## src/rtl/chacha20_poly1305_pkg.sv

```systemverilog
// ---------------------------------------------------------------------------
// chacha20_poly1305_pkg
// Shared constants for the AEAD job sequencer:
//   - register map of the crypto core's register port
//   - control register command values and status register bit positions
//   - sequencer FSM state encodings and access-slot phase encodings
//   - is_access(): true for states that perform a bus access
// ---------------------------------------------------------------------------
package chacha20_poly1305_pkg;

  // Register map
  localparam logic [7:0] ADDR_CTRL   = 8'h08;
  localparam logic [7:0] ADDR_STATUS = 8'h09;
  localparam logic [7:0] ADDR_KEY    = 8'h10;
  localparam logic [7:0] ADDR_NONCE  = 8'h20;
  localparam logic [7:0] ADDR_DATA   = 8'h30;

  // Control register commands
  localparam logic [31:0] CTRL_INIT = 32'd1;
  localparam logic [31:0] CTRL_NEXT = 32'd2;
  localparam logic [31:0] CTRL_DONE = 32'd4;

  // Status register bit indices
  localparam int STATUS_READY     = 0;
  localparam int STATUS_TAG_VALID = 1;

  // Sequencer FSM states
  typedef logic [3:0] state_t;
  localparam state_t S_IDLE      = 4'd0;
  localparam state_t S_WR_KEY    = 4'd1;
  localparam state_t S_WR_NONCE  = 4'd2;
  localparam state_t S_WR_DATA   = 4'd3;
  localparam state_t S_WR_INIT   = 4'd4;
  localparam state_t S_POLL_INIT = 4'd5;
  localparam state_t S_WR_NEXT   = 4'd6;
  localparam state_t S_POLL_NEXT = 4'd7;
  localparam state_t S_WR_DONE   = 4'd8;
  localparam state_t S_POLL_DONE = 4'd9;
  localparam state_t S_RD_TAG    = 4'd10;
  localparam state_t S_RESP      = 4'd11;

  // Access slot phases: strobe cycle followed by a mandatory idle gap
  localparam logic [1:0] PH_IDLE = 2'd0;
  localparam logic [1:0] PH_CS   = 2'd1;
  localparam logic [1:0] PH_GAP  = 2'd2;

  // Every state except IDLE and RESP issues register accesses
  function automatic logic is_access(input state_t s);
    return (s != S_IDLE) && (s != S_RESP);
  endfunction

endpackage

```

## src/rtl/chacha20_poly1305_bus_req.sv

```systemverilog
// ---------------------------------------------------------------------------
// chacha20_poly1305_bus_req
// Performs one register access slot: one cycle with bus_cs high, then one
// idle gap cycle. A new start may be accepted during the gap cycle so that
// consecutive slots are packed with exactly one idle cycle between strobes.
// Ports:
//   clk, rst               clock, synchronous active-high reset
//   start                  launch an access using we/addr/wdata
//   we, addr, wdata        access descriptor, sampled on the launching edge
//   done                   high during the gap cycle of a finished access
//   idle                   no access in flight
//   rdata                  read data captured at the end of the strobe cycle
//   bus_cs/we/addr/wdata   register port request (registered)
//   bus_rdata              register port read data
// ---------------------------------------------------------------------------
module chacha20_poly1305_bus_req
  import chacha20_poly1305_pkg::*;
(
  input  logic        clk,
  input  logic        rst,
  input  logic        start,
  input  logic        we,
  input  logic [7:0]  addr,
  input  logic [31:0] wdata,
  output logic        done,
  output logic        idle,
  output logic [31:0] rdata,
  output logic        bus_cs,
  output logic        bus_we,
  output logic [7:0]  bus_addr,
  output logic [31:0] bus_wdata,
  input  logic [31:0] bus_rdata
);

  logic [1:0] phase;

  // Request fields stay registered and unchanged for the whole strobe cycle;
  // they are left as-is after the strobe so the port does not toggle idly.
  always_ff @(posedge clk) begin
    if (rst) begin
      phase     <= PH_IDLE;
      bus_cs    <= 1'b0;
      bus_we    <= 1'b0;
      bus_addr  <= 8'h00;
      bus_wdata <= 32'h0;
      rdata     <= 32'h0;
    end else begin
      case (phase)
        PH_CS: begin
          bus_cs <= 1'b0;
          phase  <= PH_GAP;
          if (!bus_we) rdata <= bus_rdata;
        end
        default: begin
          if (start) begin
            phase     <= PH_CS;
            bus_cs    <= 1'b1;
            bus_we    <= we;
            bus_addr  <= addr;
            bus_wdata <= wdata;
          end else begin
            phase <= PH_IDLE;
          end
        end
      endcase
    end
  end

  assign done = (phase == PH_GAP);
  assign idle = (phase == PH_IDLE);

endmodule

```

## src/rtl/chacha20_poly1305_seq.sv

```systemverilog
// ---------------------------------------------------------------------------
// chacha20_poly1305_seq
// Bus-master sequencer that runs one AEAD job on the crypto core's register
// port: writes key/nonce/data, issues init/next/done with status polling in
// between, reads back the 128-bit tag and returns it on a response handshake.
// Ports:
//   clk, rst                         clock, synchronous active-high reset
//   job_valid/job_ready              job handshake (ready only when idle)
//   job_key/job_nonce/job_data       job payload, latched at acceptance
//   resp_valid/resp_ready            response handshake
//   resp_tag, resp_err               tag words and poll-timeout flag
//   busy                             sequencer not idle
//   bus_cs/we/addr/wdata, bus_rdata  register port master
// ---------------------------------------------------------------------------
module chacha20_poly1305_seq
  import chacha20_poly1305_pkg::*;
#(
  parameter int         POLL_MAX = 16,
  parameter logic [7:0] TAG_BASE = 8'h40
) (
  input  logic         clk,
  input  logic         rst,
  input  logic         job_valid,
  output logic         job_ready,
  input  logic [255:0] job_key,
  input  logic [95:0]  job_nonce,
  input  logic [63:0]  job_data,
  output logic         resp_valid,
  input  logic         resp_ready,
  output logic [127:0] resp_tag,
  output logic         resp_err,
  output logic         busy,
  output logic         bus_cs,
  output logic         bus_we,
  output logic [7:0]   bus_addr,
  output logic [31:0]  bus_wdata,
  input  logic [31:0]  bus_rdata
);

  localparam int PW = $clog2(POLL_MAX + 1);

  state_t           state, next_state;
  logic [2:0]       idx, next_idx;
  logic [PW-1:0]    poll_cnt;
  logic             poll_last;
  logic             timeout;
  logic [7:0][31:0] key_q;
  logic [2:0][31:0] nonce_q;
  logic [1:0][31:0] data_q;

  logic        req_start, req_we, req_done, req_idle;
  logic [7:0]  req_addr;
  logic [31:0] req_wdata, req_rdata;

  assign poll_last = (poll_cnt == PW'(POLL_MAX - 1));

  // Next-state logic. Access states only advance when the current slot
  // finishes (req_done); the word index restarts at 0 on every phase change.
  always_comb begin
    next_state = state;
    next_idx   = idx;
    timeout    = 1'b0;
    case (state)
      S_IDLE: begin
        if (job_valid) begin
          next_state = S_WR_KEY;
          next_idx   = 3'd0;
        end
      end
      S_RESP: begin
        if (resp_ready) next_state = S_IDLE;
      end
      default: begin
        if (req_done) begin
          next_idx = 3'd0;
          case (state)
            S_WR_KEY:    if (idx == 3'd7) next_state = S_WR_NONCE;
                         else next_idx = idx + 3'd1;
            S_WR_NONCE:  if (idx == 3'd2) next_state = S_WR_DATA;
                         else next_idx = idx + 3'd1;
            S_WR_DATA:   if (idx == 3'd1) next_state = S_WR_INIT;
                         else next_idx = idx + 3'd1;
            S_WR_INIT:   next_state = S_POLL_INIT;
            S_POLL_INIT: begin
              if (req_rdata[STATUS_READY]) next_state = S_WR_NEXT;
              else if (poll_last) begin
                next_state = S_RESP;
                timeout    = 1'b1;
              end
            end
            S_WR_NEXT:   next_state = S_POLL_NEXT;
            S_POLL_NEXT: begin
              if (req_rdata[STATUS_READY]) next_state = S_WR_DONE;
              else if (poll_last) begin
                next_state = S_RESP;
                timeout    = 1'b1;
              end
            end
            S_WR_DONE:   next_state = S_POLL_DONE;
            S_POLL_DONE: begin
              if (req_rdata[STATUS_TAG_VALID]) next_state = S_RD_TAG;
              else if (poll_last) begin
                next_state = S_RESP;
                timeout    = 1'b1;
              end
            end
            S_RD_TAG:    if (idx == 3'd3) next_state = S_RESP;
                         else next_idx = idx + 3'd1;
            default:     next_state = S_IDLE;
          endcase
        end
      end
    endcase
  end

  // The access descriptor is derived from the next state/index so that the
  // following slot can be launched during the gap cycle of the current one.
  always_comb begin
    req_we    = 1'b0;
    req_addr  = 8'h00;
    req_wdata = 32'h0;
    case (next_state)
      S_WR_KEY: begin
        req_we    = 1'b1;
        req_addr  = ADDR_KEY + {5'b0, next_idx};
        req_wdata = key_q[3'd7 - next_idx];
      end
      S_WR_NONCE: begin
        req_we   = 1'b1;
        req_addr = ADDR_NONCE + {5'b0, next_idx};
        case (next_idx[1:0])
          2'd0:    req_wdata = nonce_q[2];
          2'd1:    req_wdata = nonce_q[1];
          default: req_wdata = nonce_q[0];
        endcase
      end
      S_WR_DATA: begin
        req_we    = 1'b1;
        req_addr  = ADDR_DATA + {5'b0, next_idx};
        req_wdata = data_q[~next_idx[0]];
      end
      S_WR_INIT: begin
        req_we    = 1'b1;
        req_addr  = ADDR_CTRL;
        req_wdata = CTRL_INIT;
      end
      S_WR_NEXT: begin
        req_we    = 1'b1;
        req_addr  = ADDR_CTRL;
        req_wdata = CTRL_NEXT;
      end
      S_WR_DONE: begin
        req_we    = 1'b1;
        req_addr  = ADDR_CTRL;
        req_wdata = CTRL_DONE;
      end
      S_POLL_INIT, S_POLL_NEXT, S_POLL_DONE: req_addr = ADDR_STATUS;
      S_RD_TAG: req_addr = TAG_BASE + {5'b0, next_idx};
      default: ;
    endcase
  end

  // First slot of a job is launched from the cycle after acceptance (slot
  // engine idle); every later slot chains off the previous slot's gap cycle.
  assign req_start = is_access(next_state) &&
                     (req_done || (req_idle && is_access(state)));

  // State, counters, job payload and response registers
  always_ff @(posedge clk) begin
    if (rst) begin
      state    <= S_IDLE;
      idx      <= 3'd0;
      poll_cnt <= '0;
      key_q    <= '0;
      nonce_q  <= '0;
      data_q   <= '0;
      resp_tag <= 128'h0;
      resp_err <= 1'b0;
    end else begin
      state <= next_state;
      idx   <= next_idx;
      if (next_state != state)
        poll_cnt <= '0;
      else if (req_done &&
               (state == S_POLL_INIT || state == S_POLL_NEXT || state == S_POLL_DONE))
        poll_cnt <= poll_cnt + 1'b1;
      if (state == S_IDLE && job_valid) begin
        key_q    <= job_key;
        nonce_q  <= job_nonce;
        data_q   <= job_data;
        resp_tag <= 128'h0;
        resp_err <= 1'b0;
      end
      if (timeout) resp_err <= 1'b1;
      // Tag words shift in from the bottom so the first word ends on top
      if (state == S_RD_TAG && req_done)
        resp_tag <= {resp_tag[95:0], req_rdata};
    end
  end

  assign job_ready  = (state == S_IDLE);
  assign busy       = (state != S_IDLE);
  assign resp_valid = (state == S_RESP);

  chacha20_poly1305_bus_req u_bus_req (
    .clk       (clk),
    .rst       (rst),
    .start     (req_start),
    .we        (req_we),
    .addr      (req_addr),
    .wdata     (req_wdata),
    .done      (req_done),
    .idle      (req_idle),
    .rdata     (req_rdata),
    .bus_cs    (bus_cs),
    .bus_we    (bus_we),
    .bus_addr  (bus_addr),
    .bus_wdata (bus_wdata),
    .bus_rdata (bus_rdata)
  );

endmodule

```

## config.mk

```make
export PLATFORM = sky130hd
export DESIGN_NAME = chacha20_poly1305_seq
export DESIGN_NICKNAME = d
export VERILOG_FILES = /design/src/rtl/chacha20_poly1305_pkg.sv /design/src/rtl/chacha20_poly1305_bus_req.sv /design/src/rtl/chacha20_poly1305_seq.sv
export SDC_FILE = /design/constraint.sdc
export NUM_CORES = 1
export LEC_CHECK = 0
export BUFFER_PORTS_ARGS = -buffer_cell sky130_fd_sc_hd__buf_2
export CORE_AREA = 5 5 242 244
export CTS_BUF_LIST = sky130_fd_sc_hd__clkbuf_2 sky130_fd_sc_hd__clkbuf_4 sky130_fd_sc_hd__clkbuf_8
export DETAILED_ROUTE_END_ITERATION = 6
export DIE_AREA = 0 0 247 249
export GPL_TIMING_DRIVEN = 0
export PLACE_DENSITY = 0.76
export RECOVER_POWER = 100
export SYNTH_ARGS = -nofsm -noshare
export SYNTH_HDL_FRONTEND = slang
export SYNTH_SLANG_ARGS = --single-unit
```

## constraint.sdc

```tcl
create_clock -name clk -period 4 [get_ports clk]
set_clock_uncertainty 0.05 [all_clocks]
set_input_delay 0.2 -clock clk [delete_from_list [all_inputs] [get_ports clk]]
set_output_delay 0.2 -clock clk [all_outputs]
set_load 0.01 [all_outputs]
```

==> results of run 1 <==
[final cells by class]
cell class	count	area (um^2)
Sequential cell	632	12700
Antenna cell	19	47.5
Clock buffer	170	2070
Buffer	278	1140
Tap cell	756	946
Clock inverter	15	151
Timing Repair Buffer	1073	7400
Multi-Input combinational cell	2385	11700
Inverter	14	52.6
Fill cell	4677	19900
[report_power, final]
group	switching, W	internal, W	total [W]
logic	0.00122	0.000799	0.00202
registers	0.000201	0.00662	0.00682
clock network	0.00271	0.00339	0.00610
[synth_stat cells (11+ instances only)]
cell	instances
sky130_fd_sc_hd__clkbuf_1	215
sky130_fd_sc_hd__mux2i_1	84
sky130_fd_sc_hd__nand2_1	1146
sky130_fd_sc_hd__nor3_1	11
sky130_fd_sc_hd__buf_4	11
sky130_fd_sc_hd__nor2_1	194
sky130_fd_sc_hd__buf_2	41
sky130_fd_sc_hd__nand3_1	32
sky130_fd_sc_hd__a22oi_1	133
sky130_fd_sc_hd__inv_1	13
sky130_fd_sc_hd__dfxtp_1	632
sky130_fd_sc_hd__a31oi_1	60
sky130_fd_sc_hd__o21ai_0	64
sky130_fd_sc_hd__a21oi_1	495
sky130_fd_sc_hd__a32oi_1	59
[layout by cell type (no fill, tap or decap), drive strengths merged, types with 8 or more instances in the layout]
cell type	Yosys	layout
nand2	1147	1147
nand3	32	32
a31oi	60	60
clkinv	0	10
a22oi	133	133
nor2	194	194
nor4	9	9
clkbuf	215	569
dfxtp	632	632
a32oi	59	59
ha	8	8
mux2i	84	84
nand2b	9	9
nor3	12	12
buf	63	503
o21ai	67	67
dlygate4sd3	0	449
a21oi	496	496
diode	0	19
inv	14	16
[timing repair]
| item | in CTS | in global routing |
|---|---|---|
| resized for setup | 0 | 6 |
| setup endpoints to repair | 0 | 16 |
| hold buffers | 449 | 0 |
| endpoints found under the hold margin | 455 | 0 |
[worst paths after layout]
| check | end | depth (start not counted) | slack, ps |
|---|---|---|---|
| setup / recovery | u_bus_req.bus_wdata[11] | 12 | 70 |
| hold / removal | state[3] | 5 | 130 |
| setup reg to reg | u_bus_req.bus_wdata[11] | 12 | 70 |
| hold reg to reg | nonce_q[7] | 2 | 400 |
[critical path, delay by kind of cell (launching register included)]
family	cells	cell delay, ps
simple gates	4	1230
flops	1	340
compound gates	4	990
buf+inv	2	740
fa+ha+maj	2	470
[state kept, by name, indices dropped and copies added (netlist names)]
signal and count:
u_bus_req.bus_we 1, key_q 256, u_bus_req.rdata 32, poll_cnt 5, resp_err 1, state 4, u_bus_req.bus_wdata 32, resp_tag 128
idx 3, nonce_q 96, u_bus_req.phase 2, u_bus_req.bus_cs 1, data_q 64, u_bus_req.bus_addr 7
[logic make-up (layout without fill, tap and decap cells)]
logic type      count (synthesis)  in the layout  synth area share [%]
compound gates                850            850                  19.9
simple gates                 1437           1437                  22.0
buf+inv                       292           1550                  4.77
other cells                     1             20                0.0147
xor+xnor                        5              5                 0.171
mux                            84             84                  3.29
fa+ha+maj                       8              8                 0.392
flops                         632            632                  49.5
[routing by layer]
| metal | GRT usage, % | routed length, um | part of all wire [%] | vias to the layer above |
|---|---|---|---|---|
| li1 | - | - | - | 13586 |
| met1 | 44.9 | 44200 | 35 | 14193 |
| met2 | 60.1 | 55800 | 44 | 2422 |
| met3 | 12.7 | 15400 | 12 | 724 |
| met4 | 28.9 | 11500 | 9.0 | 16 |
| met5 | 0 | 108 | 0.085 | - |
[through the flow]
stage	utilization [%]	std cells	hold WS, ps	cell area (um^2)	power [W]
after floorplan	-	3309	286	25600	0.00771
after global placement	52.9	4689	390	29600	0.00844
after detailed placement	52.9	4689	394	29600	0.00847
after CTS	64.8	5323	62.5	36300	0.0148
after global routing	64.5	5338	137	36100	0.0153
final	64.5	5342	125	36200	0.0149
==> qor.json, run 1 <==
{
  "layout-drive-gt1-share_pct": 15.4,
  "wl_per_cell_um": 23.8,
  "cp_slowest_stage_delay_ps": 470,
  "detailedPlacementHpwl_um": 84400,
  "ant_nets": 0,
  "final_setup_slack_of_the_worst_path_ps": 67.0,
  "cts-buffers-inserted": 103,
  "routed-via-count": 30941,
  "global_route_wire_length_before_repair_um": 183000,
  "clk-insertion-delay-late_ps": 730,
  "synth_cell_types": 71,
  "gp_routability_congestion": 1.00,
  "ports": 626,
  "design.core.area_mm2": 0.0561,
  "io_buffer_count": 624,
  "violations": "design-rule violations",
  "synth.area.top_cells": "sky130_fd_sc_hd__dfxtp_1 (49%), sky130_fd_sc_hd__nand2_1 (17%), sky130_fd_sc_hd__a21oi_1 (9.7%)",
  "grt_setup_unrepaired": "no",
  "worstSetupPathType": "reg -> reg",
  "synth_top_area_share_pct": 49.5,
  "ir_drop_mv": 0.285,
  "postSynthRegisterBits": 632,
  "layout-area-overhead-vs-synth_pct": 41.4,
  "cp_data_required_time_ps": 4610,
  "timing.max_slew.rel_slack_pct": 32.4,
  "syn-mean-instance-area_um2": 7.73,
  "worst_r2r_startpoint": "idx[0]",
  "cts.path.max_buffers": 3,
  "grt_max_degree": 15,
  "tritoncts_num_sinks": 632,
  "worstMarginPinSlew_ps": 1010,
  "die-height_um": 249,
  "crit_path_frequent_cell": "sky130_fd_sc_hd__ha_1",
  "timing.final.setup_violations": 0,
  "status": "finished, violations left",
  "synth-edff-count": 0,
  "ys.flop_type": "sky130_fd_sc_hd__dfxtp_1",
  "path_clk_slew_ps": 60,
  "setup_total_negative_slack_ps": 0,
  "max_cap_viol_count": 0,
  "timing.critical_path.slowest_stage_cell": "sky130_fd_sc_hd__or4b_1",
  "cts_max_level": 3,
  "cts.repair_timing.setup_buffer_count": 0,
  "postSynth.asyncResetShare_pct": 0,
  "hp-class": "in -> reg",
  "starting_density_of_the_core_pct": 45.6,
  "period_minus_slack_ps": 3930,
  "cts_tree": "yes",
  "timing.critical_path.arrival_ps": 4540,
  "leakagePower_nw": 13.9,
  "detail_route.wirelength_um": 127000,
  "timing.hold.worst.start": "resp_ready",
  "critPathMaxFanout": 10,
  "place_worst_setup_slack_ps": 67.7,
  "drt_pass1_iterations": 7,
  "cp_cell_sequence": "ha_1 -> ha_1 -> or4b_1 -> a21oi_1 -> o211ai_1 -> nand2_2 -> buf_4 -> clkbuf_2 -> nand2_1 -> a32oi_1 -> nand3_1 -> a31oi_1",
  "globalRouteTotalUtil_pct": 38.9,
  "initialDrtViolationCount": 3389,
  "root_buffer": "sky130_fd_sc_hd__clkbuf_8",
  "netlist_area_mm2": 0.0256,
  "drt-vias-per-instance": 5.79,
  "setup.worst_path.end_class": "flop",
  "crit_path_start": "idx[0]",
  "power.density_mw_per_mm2": 413,
  "design.final.nets": 4947,
  "grt_remaining_overflow": 0,
  "hold_viol": 0,
  "dieArea_mm2": 0.0615,
  "ys_seq_area_share_pct": 49.5,
  "worstSetupStartpointType": "flop",
  "floorplan.rows": 87,
  "min_period_over_period_pct": 98.3,
  "die-width_um": 247,
  "first_global_vias": 30149,
  "drc_errors": 3,
  "timing.final.max_slew_violations": 0,
  "syn-instance-count": 3309,
  "clock.fmax_ghz": 0.254,
  "synthDominantAreaCellType": "sky130_fd_sc_hd__dfxtp_1",
  "postSynthNetCount": 3769,
  "antenna_found_initial": 26,
  "synth.yosys.warnings": 0
}
Note: power is estimated with default switching activity, not from simulation.
==> run 2, diff against run 1 <==
- PLACE_DENSITY: 0.76 -> 0.78
- SLEW_MARGIN: default -> 5
==> run 2 against run 1 <==
Against the previous run:
- the run still ends with design-rule violations left
- setup slack lost 37 ps
- sequential power is essentially flat
- sequential cell count is the same
- critical path type unchanged
==> qor.json, run 2 (synthesis results as in run 1) <==
{
  "globalRouteTotalUtil": {"value": 39.7, "unit": "%", "change": "+0.76 points"},
  "status": "finished, violations left",
  "cts.repair_timing.setup_buffer_count": {"value": 0, "change": "unchanged"},
  "timing.final.max_slew_violations": {"value": 0, "change": "unchanged"},
  "timing.max_slew.rel_slack": {"value": 26.1, "unit": "%", "change": "-6.4 points"},
  "setup.worst_path.end_class": "flop",
  "ports": {"value": 626, "change": "unchanged"},
  "layout-drive-gt1-share": {"value": 15.2, "unit": "%", "change": "-0.19 points"},
  "r2r-end": "u_bus_req.bus_wdata[23]",
  "die-width": {"value": 247, "unit": "um", "change": "unchanged"},
  "final_setup_slack_of_the_worst_path": {"value": 29.9, "unit": "ps", "change": "-37.1 ps"},
  "layout_top_registers": "key_q x256, resp_tag x128, nonce_q x96",
  "starting_density_of_the_core": {"value": 45.6, "unit": "%", "change": "unchanged"},
  "worstSetupPathType": "reg -> reg",
  "timing.critical_path.arrival": {"value": 4570, "unit": "ps", "change": "+30 ps"},
  "largest_reg_flops": {"value": 256, "change": "unchanged"},
  "hold_viol": {"value": 0, "change": "unchanged"},
  "detailed_place.area": {"value": 0.0296, "unit": "mm^2", "change": "unchanged"},
  "floorplan.rows": {"value": 87, "change": "unchanged"},
  "power.density": {"value": 417, "unit": "mW/mm^2", "change": "+0.82%"},
  "reg2regPathDepth": {"value": 12, "change": "unchanged"},
  "cts_max_level": {"value": 3, "change": "unchanged"},
  "crit_path_frequent_cell": "sky130_fd_sc_hd__ha_1",
  "cp_data_required_time": {"value": 4600, "unit": "ps", "change": "about the same"},
  "timing.critical_path.slowest_stage_cell": "sky130_fd_sc_hd__or4bb_1",
  "cts_tree": "yes",
  "global_route_wire_length_before_repair": {"value": 186000, "unit": "um", "change": "+1.6%"},
  "initialDrtViolationCount": {"value": 3742, "change": "+10%"},
  "design_area": {"value": 0.0362, "unit": "mm^2", "change": "+0.11%"},
  "cts-buffers-inserted": {"value": 101, "change": "-1.9%"},
  "worst_r2r_startpoint": "idx[0]",
  "setup_total_negative_slack": {"value": 0, "unit": "ps", "change": "unchanged"},
  "dieArea": {"value": 0.0615, "unit": "mm^2", "change": "unchanged"},
  "io_buffer_count": {"value": 624, "change": "unchanged"},
  "root_buffer": "sky130_fd_sc_hd__clkbuf_8",
  "tritoncts_num_sinks": {"value": 632, "change": "unchanged"},
  "design.core.area": {"value": 0.0561, "unit": "mm^2", "change": "unchanged"},
  "n_fill_cell": {"value": 4580, "change": "-2.1%"},
  "clk-insertion-delay-late": {"value": 730, "unit": "ps", "change": "about the same"},
  "crit_path_end": "u_bus_req.bus_wdata[23]",
  "gp_routability_congestion": {"value": 0.959, "change": "-4.1%"},
  "commonest_non_fill_non_tap_cell_in_the_layout": "sky130_fd_sc_hd__nand2_1",
  "grt_remaining_overflow": {"value": 0, "change": "unchanged"},
  "grt_setup_unrepaired": "no",
  "period_minus_slack": {"value": 3970, "unit": "ps", "change": "+37.1 ps"},
  "rrSetupSlack": {"value": 30, "unit": "ps", "change": "-40 ps"},
  "design.final.nets": {"value": 4945, "change": "-0.040%"},
  "ant_nets": {"value": 0, "change": "unchanged"},
  "clock.fmax": {"value": 0.252, "unit": "GHz", "change": "-0.93%"},
  "timing.final.setup_violations": {"value": 0, "change": "unchanged"},
  "drc_errors": {"value": 27, "change": "+24"},
  "wl_per_cell": {"value": 24.2, "unit": "um", "change": "+1.6%"},
  "worstMarginPinSlew": {"value": 1110, "unit": "ps", "change": "+95.6 ps"},
  "antenna_found_initial": {"value": 24, "change": "-7.7%"},
  "leakagePower": {"value": 13.9, "unit": "nW", "change": "about the same"},
  "cp_cell_sequence": "ha_1 -> ha_1 -> or4bb_1 -> a21oi_1 -> o211ai_1 -> nand2_2 -> clkbuf_4 -> buf_2 -> nand2_1 -> a32oi_1 -> nand3_1 -> a31oi_1",
  "violations": "design-rule violations",
  "cts.path.max_buffers": {"value": 3, "change": "unchanged"},
  "final_util": {"value": 64.6, "unit": "%", "change": "+0.074 points"},
  "path_clk_slew": {"value": 60, "unit": "ps", "change": "about the same"},
  "drt_pass1_iterations": {"value": 7, "change": "unchanged"},
  "hp-class": "in -> reg",
  "commonest_cells_after_routing_fill_and_taps_aside": "sky130_fd_sc_hd__nand2_1 (1,146), sky130_fd_sc_hd__dfxtp_1 (632), sky130_fd_sc_hd__a21oi_1 (495)",
  "place_worst_setup_slack": {"value": 124, "unit": "ps", "change": "+56.8 ps"},
  "largest_register": "key_q",
  "crit_path_start": "idx[0]",
  "cp_slowest_stage_delay": {"value": 510, "unit": "ps", "change": "+40 ps"},
  "die-height": {"value": 249, "unit": "um", "change": "unchanged"},
  "max_cap_viol_count": {"value": 0, "change": "unchanged"},
  "routed-via-count": {"value": 31043, "change": "+0.33%"},
  "ir_drop": {"value": 0.268, "unit": "mV", "change": "-6.1%"},
  "critPathMaxFanout": {"value": 10, "change": "unchanged"},
  "detailedPlacementHpwl": {"value": 85000, "unit": "um", "change": "+0.68%"},
  "drt-vias-per-instance": {"value": 5.81, "change": "+0.35%"},
  "min_period_over_period": {"value": 99.3, "unit": "%", "change": "+0.93 points"},
  "worstSetupStartpointType": "flop",
  "detail_route.wirelength": {"value": 129000, "unit": "um", "change": "+1.6%"},
  "layout-area-overhead-vs-synth_pct": 41.6,
  "first_global_vias": {"value": 30309, "change": "+0.53%"},
  "grt_max_degree": {"value": 15, "change": "unchanged"}
}
run 2: cell count changes in the layout (fill, tap and decap cells not counted), moves of 2 or more:
cell | before | now
sky130_fd_sc_hd__clkbuf_4 | 43 | 34
sky130_fd_sc_hd__diode_2 | 19 | 26
sky130_fd_sc_hd__bufinv_16 | 2 | 6
sky130_fd_sc_hd__nand3_1 | 28 | 32
sky130_fd_sc_hd__nand3_2 | 4 | 0
sky130_fd_sc_hd__buf_1 | 5 | 2
sky130_fd_sc_hd__buf_4 | 10 | 8
sky130_fd_sc_hd__clkbuf_1 | 394 | 396
sky130_fd_sc_hd__clkbuf_8 | 127 | 125
sky130_fd_sc_hd__clkinv_2 | 9 | 7
sky130_fd_sc_hd__inv_6 | 0 | 2
run 2: final cells by class:
| type | instances | area (um^2) | share of cell area [%] |
|---|---|---|---|
| sequential | 632 | 12700 | 35.0 |
| inverter | 14 | 52.6 | 0.145 |
| timing repair buffer | 1073 | 7400 | 20.5 |
| clock buffer | 157 | 1960 | 5.42 |
| clock inverter | 20 | 282 | 0.778 |
| multi-input combinational | 2385 | 11700 | 32.3 |
| buffer | 278 | 1150 | 3.18 |
| antenna | 26 | 65.1 | 0.180 |
| tap | 756 | 946 | 2.61 |
run 2: critical path, delay by kind of cell, from the launching register on:
| family | cells | cell delay [ps] |
|---|---|---|
| simple gates | 4 | 1300 |
| compound gates | 4 | 1030 |
| buf+inv | 2 | 670 |
| fa+ha+maj | 2 | 480 |
| flops | 1 | 360 |
run 2: layer usage:
layer	wire length, um	share of wire, %	vias up	global-route usage, %
met5	81	0.063	-	0.715
met4	12000	9.3	10	29.3
met3	16100	13	746	12.2
met2	55900	43	2440	61.4
met1	44800	35	14283	46.2
li1	-	-	13564	-
run 2: report_power, final:
part           internal, W  switching (W)
Combinational     0.000800        0.00124
Clock              0.00351        0.00271
Sequential         0.00662       0.000205
Total               0.0109        0.00415
run 2: worst min path at each step:
| stage | from | end | slack [ps] | cells past startpoint |
|---|---|---|---|---|
| after floorplan | job_nonce[0] | nonce_q[0] | 290 | 2 |
| after global placement | nonce_q[17] | nonce_q[17] | 390 | 2 |
| after detailed placement | nonce_q[6] | nonce_q[6] | 390 | 2 |
| after CTS | resp_ready | state[3] | 60 | 5 |
| after global routing | resp_ready | state[3] | 140 | 5 |
| final | resp_ready | state[3] | 130 | 5 |
run 2: stage by stage:
stage,power [W],hold slack (ps),std cells
2_1_floorplan,0.00771,286,3309
3_3_place_gp,0.00844,389,4689
3_5_place_dp,0.00847,394,4689
4_1_cts,0.0148,60.5,5315
5_1_grt,0.0155,145,5333
6_report,0.0151,128,5341
run 2: timing repair:
item | in CTS | in global routing
resized for setup | 0 | 2
endpoints found under the hold margin | 456 | 0
hold buffers | 449 | 0
endpoints found under the setup margin | 0 | 9
